File: src/rtl/cache_arb_pkg.sv
// ----------------------------------------------------------------------------
// cache_arb_pkg
//   Shared definitions for the cache lookup port arbiter and the cache it
//   drives: arbiter FSM state encoding, default lookup address/data widths,
//   and a small modulo-increment helper used for the round-robin pointer.
// ----------------------------------------------------------------------------
package cache_arb_pkg;

   // Widths agreed with the cache so both sides default to the same bus shape
   localparam int CACHE_ADDR_W = 32;
   localparam int CACHE_DATA_W = 64;

   typedef enum logic [1:0] {
      ARB_IDLE,
      ARB_ISSUE,
      ARB_WAIT,
      ARB_RESPOND
   } arb_state_t;

   // value + 1, wrapping back to 0 when it reaches modulus
   function automatic int wrap_inc(input int value, input int modulus);
      return (value + 1 >= modulus) ? 0 : value + 1;
   endfunction

endpackage

File: src/rtl/rr_picker.sv
// ----------------------------------------------------------------------------
// rr_picker
//   Combinational round-robin selector. Starting at rr_ptr and searching
//   upward (wrapping at NUM_REQ), returns the first requester with req set.
//
// Ports
//   req        in   NUM_REQ   request vector
//   rr_ptr     in   IDX_W     index with highest priority this round
//   grant      out  NUM_REQ   one-hot of the selected requester (0 if none)
//   grant_idx  out  IDX_W     binary index of the selected requester
//   any_valid  out  1         at least one request was present
// ----------------------------------------------------------------------------
module rr_picker #(
   parameter int NUM_REQ = 2,
   parameter int IDX_W   = $clog2(NUM_REQ)
) (
   input  logic [NUM_REQ-1:0] req,
   input  logic [IDX_W-1:0]   rr_ptr,
   output logic [NUM_REQ-1:0] grant,
   output logic [IDX_W-1:0]   grant_idx,
   output logic               any_valid
);

   // Walk the candidates in priority order; the first hit freezes the result
   always_comb begin
      int               cand;
      logic [IDX_W-1:0] cand_idx;
      grant     = '0;
      grant_idx = '0;
      any_valid = 1'b0;
      cand      = 0;
      cand_idx  = '0;
      for (int i = 0; i < NUM_REQ; i++) begin
         cand = int'(rr_ptr) + i;
         if (cand >= NUM_REQ) begin
            cand = cand - NUM_REQ;
         end
         cand_idx = IDX_W'(cand);
         if (!any_valid && req[cand_idx]) begin
            any_valid       = 1'b1;
            grant_idx       = cand_idx;
            grant[cand_idx] = 1'b1;
         end
      end
   end

endmodule

File: src/rtl/cache_port_arbiter.sv
// ----------------------------------------------------------------------------
// cache_port_arbiter
//   Shares the single cache lookup port among NUM_REQ requesters (fetch and
//   load/store front ends). Round-robin grant, one lookup in flight, and a
//   one-cycle response pulse routed back to the requester that was granted.
//   A lookup that never completes is closed after TIMEOUT wait cycles as a
//   forced miss with rsp_err set.
//
// Ports
//   clock, reset        clock; synchronous active-high reset
//   req_valid  [N]      requester i holds high with stable address until ready
//   req_addr   [N*A]    requester i address in slice [i*ADDR_W +: ADDR_W]
//   req_ready  [N]      one-hot accept pulse
//   rsp_valid  [N]      one-hot response pulse
//   rsp_hit/err/data    response payload, valid with rsp_valid
//   cache_search        one-cycle lookup start pulse
//   cache_address       lookup address, held from issue through response
//   cache_hit           may pulse any time before cache_search_done
//   cache_search_done   lookup complete pulse
//   cache_data          sampled in the cache_search_done cycle
// ----------------------------------------------------------------------------
module cache_port_arbiter
   import cache_arb_pkg::*;
#(
   parameter int NUM_REQ = 2,
   parameter int ADDR_W  = CACHE_ADDR_W,
   parameter int DATA_W  = CACHE_DATA_W,
   parameter int TIMEOUT = 16
) (
   input  logic                      clock,
   input  logic                      reset,
   input  logic [NUM_REQ-1:0]        req_valid,
   input  logic [NUM_REQ*ADDR_W-1:0] req_addr,
   output logic [NUM_REQ-1:0]        req_ready,
   output logic [NUM_REQ-1:0]        rsp_valid,
   output logic                      rsp_hit,
   output logic                      rsp_err,
   output logic [DATA_W-1:0]         rsp_data,
   output logic                      cache_search,
   output logic [ADDR_W-1:0]         cache_address,
   input  logic                      cache_hit,
   input  logic                      cache_search_done,
   input  logic [DATA_W-1:0]         cache_data
);

   localparam int               IDX_W     = $clog2(NUM_REQ);
   localparam int               CNT_W     = $clog2(TIMEOUT);
   localparam logic [CNT_W-1:0] WAIT_LAST = CNT_W'(TIMEOUT - 1);

   arb_state_t          state_q, state_d;
   logic [IDX_W-1:0]    grant_q, grant_d;
   logic [IDX_W-1:0]    rr_ptr_q, rr_ptr_d;
   logic                sticky_q, sticky_d;
   logic [CNT_W-1:0]    wait_q, wait_d;
   logic [NUM_REQ-1:0]  ready_d;
   logic [NUM_REQ-1:0]  rsp_valid_d;
   logic                rsp_hit_d;
   logic                rsp_err_d;
   logic [DATA_W-1:0]   rsp_data_d;
   logic                search_d;
   logic [ADDR_W-1:0]   address_d;

   logic [NUM_REQ-1:0]  pick_grant;
   logic [IDX_W-1:0]    pick_idx;
   logic                pick_any;
   logic [ADDR_W-1:0]   addr_slot [NUM_REQ];

   // Split the flat address bus into one slot per requester
   always_comb begin
      for (int i = 0; i < NUM_REQ; i++) begin
         addr_slot[i] = req_addr[i*ADDR_W +: ADDR_W];
      end
   end

   rr_picker #(
      .NUM_REQ (NUM_REQ),
      .IDX_W   (IDX_W)
   ) u_picker (
      .req       (req_valid),
      .rr_ptr    (rr_ptr_q),
      .grant     (pick_grant),
      .grant_idx (pick_idx),
      .any_valid (pick_any)
   );

   // Next-state and next-output logic. All outputs are registered, so each
   // pulse here appears on the port one cycle after the state that makes it:
   // req_ready shows during ISSUE, cache_search during the first WAIT cycle,
   // rsp_valid during RESPOND. The sticky hit catches a hit pulse that ends
   // before search_done; it is folded with the live hit in the done cycle.
   always_comb begin
      state_d     = state_q;
      grant_d     = grant_q;
      rr_ptr_d    = rr_ptr_q;
      sticky_d    = sticky_q;
      wait_d      = wait_q;
      address_d   = cache_address;
      ready_d     = '0;
      rsp_valid_d = '0;
      rsp_hit_d   = 1'b0;
      rsp_err_d   = 1'b0;
      rsp_data_d  = '0;
      search_d    = 1'b0;

      case (state_q)
         ARB_IDLE: begin
            if (pick_any) begin
               grant_d   = pick_idx;
               address_d = addr_slot[pick_idx];
               ready_d   = pick_grant;
               state_d   = ARB_ISSUE;
            end
         end

         ARB_ISSUE: begin
            search_d = 1'b1;
            sticky_d = 1'b0;
            wait_d   = '0;
            state_d  = ARB_WAIT;
         end

         ARB_WAIT: begin
            // Completion is tested first so it wins over a same-cycle timeout
            if (cache_search_done) begin
               rsp_valid_d[grant_q] = 1'b1;
               rsp_hit_d            = sticky_q | cache_hit;
               rsp_data_d           = cache_data;
               state_d              = ARB_RESPOND;
            end else if (wait_q == WAIT_LAST) begin
               rsp_valid_d[grant_q] = 1'b1;
               rsp_err_d            = 1'b1;
               state_d              = ARB_RESPOND;
            end else begin
               sticky_d = sticky_q | cache_hit;
               wait_d   = wait_q + CNT_W'(1);
            end
         end

         ARB_RESPOND: begin
            rr_ptr_d = IDX_W'(wrap_inc(int'(grant_q), NUM_REQ));
            state_d  = ARB_IDLE;
         end

         default: begin
            state_d = ARB_IDLE;
         end
      endcase
   end

   // State register
   always_ff @(posedge clock) begin
      if (reset) begin
         state_q <= ARB_IDLE;
      end else begin
         state_q <= state_d;
      end
   end

   // Datapath and output registers; reset aborts any lookup in flight with no
   // response, since the cache is reset by the same source
   always_ff @(posedge clock) begin
      if (reset) begin
         grant_q       <= '0;
         rr_ptr_q      <= '0;
         sticky_q      <= 1'b0;
         wait_q        <= '0;
         req_ready     <= '0;
         rsp_valid     <= '0;
         rsp_hit       <= 1'b0;
         rsp_err       <= 1'b0;
         rsp_data      <= '0;
         cache_search  <= 1'b0;
         cache_address <= '0;
      end else begin
         grant_q       <= grant_d;
         rr_ptr_q      <= rr_ptr_d;
         sticky_q      <= sticky_d;
         wait_q        <= wait_d;
         req_ready     <= ready_d;
         rsp_valid     <= rsp_valid_d;
         rsp_hit       <= rsp_hit_d;
         rsp_err       <= rsp_err_d;
         rsp_data      <= rsp_data_d;
         cache_search  <= search_d;
         cache_address <= address_d;
      end
   end

endmodule

File: config.mk
export PLATFORM = sky130hd
export DESIGN_NAME = cache_port_arbiter
export DESIGN_NICKNAME = d
export VERILOG_FILES = /design/src/rtl/cache_arb_pkg.sv /design/src/rtl/rr_picker.sv /design/src/rtl/cache_port_arbiter.sv
export SDC_FILE = /design/constraint.sdc
export NUM_CORES = 1
export LEC_CHECK = 0
export ABC_AREA = 1
export BUFFER_PORTS_ARGS = -buffer_cell sky130_fd_sc_hd__buf_4
export CORE_ASPECT_RATIO = 0.8
export CORE_MARGIN = 2
export CORE_UTILIZATION = 35
export DETAILED_ROUTE_END_ITERATION = 8
export GPL_ROUTABILITY_DRIVEN = 0
export PLACE_DENSITY = 0.67
export SKIP_CTS_REPAIR_TIMING = 1
export SLEW_MARGIN = 20
export SYNTH_ARGS = -nofsm -noshare
export SYNTH_HDL_FRONTEND = slang
export SYNTH_SLANG_ARGS = --single-unit
export TNS_END_PERCENT = 100
File: constraint.sdc
create_clock -name clock -period 1.6 [get_ports clock]
set_clock_uncertainty 0.1 [all_clocks]
set_input_delay 0 -clock clock [delete_from_list [all_inputs] [get_ports clock]]
set_output_delay 0 -clock clock [all_outputs]
set_load 0.005 [all_outputs]
==> results.cfg, run 1 <==
[clocking]
htreeDepth = 3
cts_buffers = 9
clockBufferDepth = 2
cts.clk_slew.worst_paths_ns = 0.07
cts.sinks = 112
clk_latency_ns = 0.34
root_buffer = clkbuf_16
cts_tree = yes

[power]
irDropWorstVdd_v = 0.000507
seq_power_share = 0.439
power_density_nw_per_um2 = 1020
power.share.combinational = 0.299
power_w = 0.00774
p_int_w = 0.00549
swShare = 0.291
p_sw_w = 0.00226
pwr-share-clk = 0.262
power_leakage_nw = 4.13

[detailed_routing]
drc = 0
wl_per_cell_um = 13.1
wl_mm = 13.7
drtPass1Iterations = 5
antenna_left = 0
via_per_inst = 4.38
vias = 4607
drt_iter0_markers = 157

[flow_run]
drv_cap = 0

[logic_synthesis]
synthMuxAreaShare = 0
post-synth-top-area-cell = dfxtp_1
synth-seq-cells = 112
yosys.area_share.simple = 0.300
synth_nets = 677
synth_compound_area_frac = 0.0156
synthAdderAreaFrac = 0.0188
syn_inst = 537
syn_area_sq_um = 4000
syn_area_per_cell_sq_um = 7.45
seq_area_frac_synth = 0.560
async_flop_share = 0
yosys_warnings = 0
synth_top_family_by_area = simple AND/OR/NAND/NOR gates
yosysUniqueCellTypes = 19
netlist.area_leader.share = 0.560
synth_xor_area_frac = 0
synth_enable_flop_cells = 0
ys.flop_type = dfxtp_1
ys_top_cells_by_area = dfxtp_1, nand2_1, nor2_1, inv_1, nand3_1
synthTopCellsByCount = nand2_1, dfxtp_1, nor2_1
synth_most_common_cell = nand2_1

[placed_design]
dp_hpwl_mm = 8.30
port_buffers = 236
dp.cells = 902

[floorplan]
start_util = 0.363
ios = 237
dieHeight_um = 99.6
fp-row-count = 34
die_w_um = 124
core_sq_um = 11000
dieArea_sq_um = 12300

[cells_and_area]
multiInputGateArea_sq_um = 1360
areaGrowthSynthToFinish_pct = 89.8
drive_gt1_frac = 0.295
utilization = 0.689
regArea_sq_um = 2240
antenna_cells = 0
final_nets = 1043
fin_cells = 1052
num-fill-cells = 834

[worst_setup_path]
crit_required_ns = 1.77
crit_arrival_ns = 1.63
r2r_start = state_q[0]$_SDFFE_PP0P_
r2r-end = rsp_data[51]$_SDFF_PP0_
end_kind = flip-flop
reg2reg_slack_ns = 0.14
r2r_cells = 7
crit_path_start_kind = flip-flop
critical_path_class = reg -> reg
cp_max_fo = 19

[worst_hold_path]
min_path_cells = 4
worstHoldEndpoint = rsp_data[42]$_SDFF_PP0_
hp-start = cache_data[42]
hp-class = in -> reg

[timing]
slew_violations = 0
fin_setup_tns_ns = 0
period_share = 0.911
worst_pin_slew_ns = 0.384
whs_ns = 0.319
min_period_ns = 1.46
setup_viol = 0
max_freq_mhz = 686
hold_viol_final = 0
slew-limit-headroom = 0.744
rsz0062_at_grt = false

[global_routing]
grt_max_degree = 40
antenna_found_initial = 0
grt-ovfl-total = 0
first_global_vias = 3740
grtUsageTotal = 0.168
grt_pass1_wl_mm = 16.4

[run_status]
status = finished clean
[layout by cell type (no fill, tap or decap), types with 2 or more instances in the layout]
cell type | Yosys | layout
buf_12 | 0 | 4
buf_4 | 3 | 239
clkbuf_16 | 0 | 10
dlygate4sd3_1 | 0 | 133
inv_2 | 2 | 2
o21ai_0 | 3 | 3
inv_1 | 78 | 78
clkinv_4 | 0 | 3
a21oi_1 | 7 | 7
dfxtp_1 | 112 | 111
nand3_1 | 40 | 39
nor2_1 | 79 | 78
nand2_1 | 181 | 180
clkbuf_1 | 2 | 3
ha_1 | 6 | 5
[registers in the layout (all words and copies together), names as in the netlist]
name,flops
rsp_data,64
cache_address,32
wait_q,4
req_ready,2
rsp_valid,2
state_q,2
cache_search,1
grant_q,1
rr_ptr_q,1
rsp_err,1
rsp_hit,1
sticky_q,1
[kinds of logic after synthesis]
logic type | count (synthesis)
buf+inv | 104
flops | 112
simple gates | 303
compound gates | 12
fa+ha+maj | 6
[layer usage]
metal  wire length [um]  track usage  share of wire
met4                384       0.0673          0.028
met3                697       0.0453          0.051
met1               5100        0.180           0.37
met2               7550        0.311           0.55
met5                  0            0              0
[worst max-delay path, stage by stage (launching register included)]
cell and delay (ns):
dfxtp_2 0.34, inv_1 0.10, ha_2 0.21, inv_1 0.07, nor2_2 0.14, nand2_4 0.11
clkbuf_16 0.20, nor2_1 0.11
[cell type report]
type / instances / share of cell area
flip-flops and latches: 112 / 0.295
inverters: 81 / 0.0400
clock inverters: 4 / 0.00412
well taps: 144 / 0.0237
clock buffers: 12 / 0.0311
multi-input cells: 321 / 0.179
repair buffers: 378 / 0.427
[power by group through the flow]
| stage | clock, W | sequential [W] | combinational, W |
|---|---|---|---|
| 3_5_place_dp | 0 | 0.00346 | 0.00200 |
| 6_report | 0.00202 | 0.00340 | 0.00232 |
| 4_1_cts | 0.00210 | 0.00340 | 0.00201 |
| 5_1_grt | 0.00218 | 0.00345 | 0.00255 |
| 3_3_place_gp | 0 | 0.00344 | 0.00196 |
| 2_1_floorplan | 0 | 0.00347 | 0.000867 |
[how the worst max path moves through the flow]
stage,startpoint,endpoint,depth (start not counted)
after global placement,wait_q[0]$_SDFFE_PP0P_,wait_q[3]$_SDFFE_PP0P_,7
after detailed placement,state_q[0]$_SDFFE_PP0P_,wait_q[3]$_SDFFE_PP0P_,6
after floorplan,state_q[0]$_SDFFE_PP0P_,rsp_hit$_SDFF_PP0_,8
final,state_q[0]$_SDFFE_PP0P_,rsp_data[51]$_SDFF_PP0_,7
after CTS,state_q[0]$_SDFFE_PP0P_,wait_q[3]$_SDFFE_PP0P_,6
after global routing,state_q[0]$_SDFFE_PP0P_,rsp_data[51]$_SDFF_PP0_,7
[per-stage QoR]
stage | area, sq um | setup slack [ns]
floorplan | 4000 | 0.161
global placement | 5950 | 0.151
detailed placement | 5950 | 0.0662
CTS | 6220 | 0.0575
global route | 7600 | 0.00899
finish | 7600 | 0.142
No activity file was read; power rests on OpenSTA's default activity.
==> inputs of run 2 (changes only) <==
- CELL_PAD_IN_SITES_DETAIL_PLACEMENT: unset -> 1
- CELL_PAD_IN_SITES_GLOBAL_PLACEMENT: unset -> 2
- CORE_UTILIZATION: 35 -> 22
- PLACE_DENSITY: 0.67 -> unset
- PLACE_DENSITY_LB_ADDON: unset -> 0.1
==> run 2 against run 1 <==
Compared with the run above: wire length rose by 8.3%; power rose by 5.8%; hold slack got worse by 0.020 ns; via count fell by 2.3%; final cell count rose by 8.2%; first-iteration DRC count fell by 17%; sequential power barely moved; core utilization fell by 26 points; worst setup slack improved by 0.0073 ns.
==> results.cfg, run 2 (same netlist as run 1, synthesis figures left out) <==
[run_status]
status = finished clean

[detailed_routing]
vias = 4499
drtPass1Iterations = 4
wl_per_cell_um = 13.1
antenna_left = 0
via_per_inst = 3.95
wl_mm = 14.9
drc = 0
drt_iter0_markers = 131

[worst_hold_path]
hp-class = in -> reg

[clocking]
clk_latency_ns = 0.35
cts.sinks = 112
cts.clk_slew.worst_paths_ns = 0.08
clockBufferDepth = 2
cts_tree = yes
htreeDepth = 3
root_buffer = clkbuf_16
cts_buffers = 9

[worst_setup_path]
end_kind = flip-flop
cp_common_cell = inv_1
cp_slowest_cell = dfxtp_1
crit_path_start_kind = flip-flop
path_cells = inv_1 -> ha_2 -> inv_1 -> nor2_2 -> nand2_2 -> buf_12 -> nor2_1
cpPeakStageDelay_ns = 0.33
cp_max_fo = 65
crit_required_ns = 1.73
crit_arrival_ns = 1.58
worst_path_dominant_cell_family = buffers and inverters
path_buf_inv = 3
critical_path_class = reg -> reg

[power]
power_density_nw_per_um2 = 1060
power_w = 0.00819
irDropWorstVdd_v = 0.000474
power_leakage_nw = 4.14

[cells_and_area]
layout_common_cells = buf_4, nand2_1, dlygate4sd3_1
final_common_cell = buf_4
regMostFlops = rsp_data
antenna_cells = 0
largest_registers = rsp_data: 64 flops, cache_address: 32 flops, wait_q: 4 flops
areaGrowthSynthToFinish_pct = 93.4
final_nets = 1043
num-fill-cells = 2130
drive_gt1_frac = 0.300
largest_reg_flops = 64
final_cell_area_sq_um = 7740

[global_routing]
first_global_vias = 4057
grt-ovfl-total = 0
met3_usage = 0.0456
busiest_layer = met2
grt.met2_usage = 0.232
antenna_found_initial = 0
grt_pass1_wl_mm = 20.4
grt_max_degree = 66
grtUsageTotal = 0.134
grt.met1_usage = 0.157

[timing]
max_freq_mhz = 689
slew-limit-headroom = 0.767
period_share = 0.907
worst_pin_slew_ns = 0.349
slew_violations = 0
fin_setup_tns_ns = 0
hold_viol_final = 0
rsz0062_at_grt = false
setup_viol = 0
min_period_ns = 1.45

[placed_design]
dpl_cell_area_sq_um = 6050
port_buffers = 236
dp_hpwl_mm = 9.79

[floorplan]
dieArea_sq_um = 19300
start_util = 0.222
ios = 237
fp-row-count = 44
die_w_um = 155
core_sq_um = 18000
dieHeight_um = 125

[flow_run]
drv_cap = 0
==> run 2: cell type report <==
| cell class | count | area (sq um) | area share |
|---|---|---|---|
| timing repair buffer | 378 | 3210 | 0.415 |
| sequential | 112 | 2240 | 0.290 |
| multi-input combinational | 321 | 1360 | 0.176 |
| inverter | 81 | 307 | 0.0396 |
| tap | 230 | 288 | 0.0372 |
| clock buffer | 12 | 267 | 0.0344 |
| clock inverter | 4 | 58.8 | 0.00760 |
==> run 2: per-stage QoR <==
stage                     utilization  std cells  hold WS [ns]  worst slack, ns
after floorplan                     -        537       -0.0309            0.161
after global placement          0.336        989         0.100            0.106
after detailed placement        0.336        989         0.108           0.0278
after CTS                       0.354       1005        -0.271           0.0137
after global routing            0.430       1138         0.309           0.0167
final                           0.430       1138         0.299            0.149
==> run 2: worst paths after layout <==
path                                  startpoint                             end  slack, ns  cells after the start
setup / recovery         state_q[0]$_SDFFE_PP0P_          rsp_data[1]$_SDFF_PP0_       0.15                      7
hold / removal                    cache_data[10]         rsp_data[10]$_SDFF_PP0_       0.30                      4
setup reg to reg         state_q[0]$_SDFFE_PP0P_          rsp_data[1]$_SDFF_PP0_       0.15                      7
hold reg to reg   cache_address[21]$_SDFFE_PP0P_  cache_address[21]$_SDFFE_PP0P_       0.37                      2
==> run 2: power by group <==
group / switching (W) / internal (W)
clock network: 0.00107 / 0.00136
registers: 0.000204 / 0.00319
logic: 0.00113 / 0.00123
total: 0.00241 / 0.00578
==> run 2: worst reg2reg max path: stages (launching register included) <==
cell and delay, ns:
dfxtp_1 0.33, inv_1 0.07, ha_2 0.22, inv_1 0.11, nor2_2 0.06, nand2_2 0.07
buf_12 0.27, nor2_1 0.10
==> run 2: metal layers <==
metal  wire (um)  vias up
met4         211        0
met5           0        -
met3         767       18
met1        6070     2063
li1            -     2306
met2        7820      112
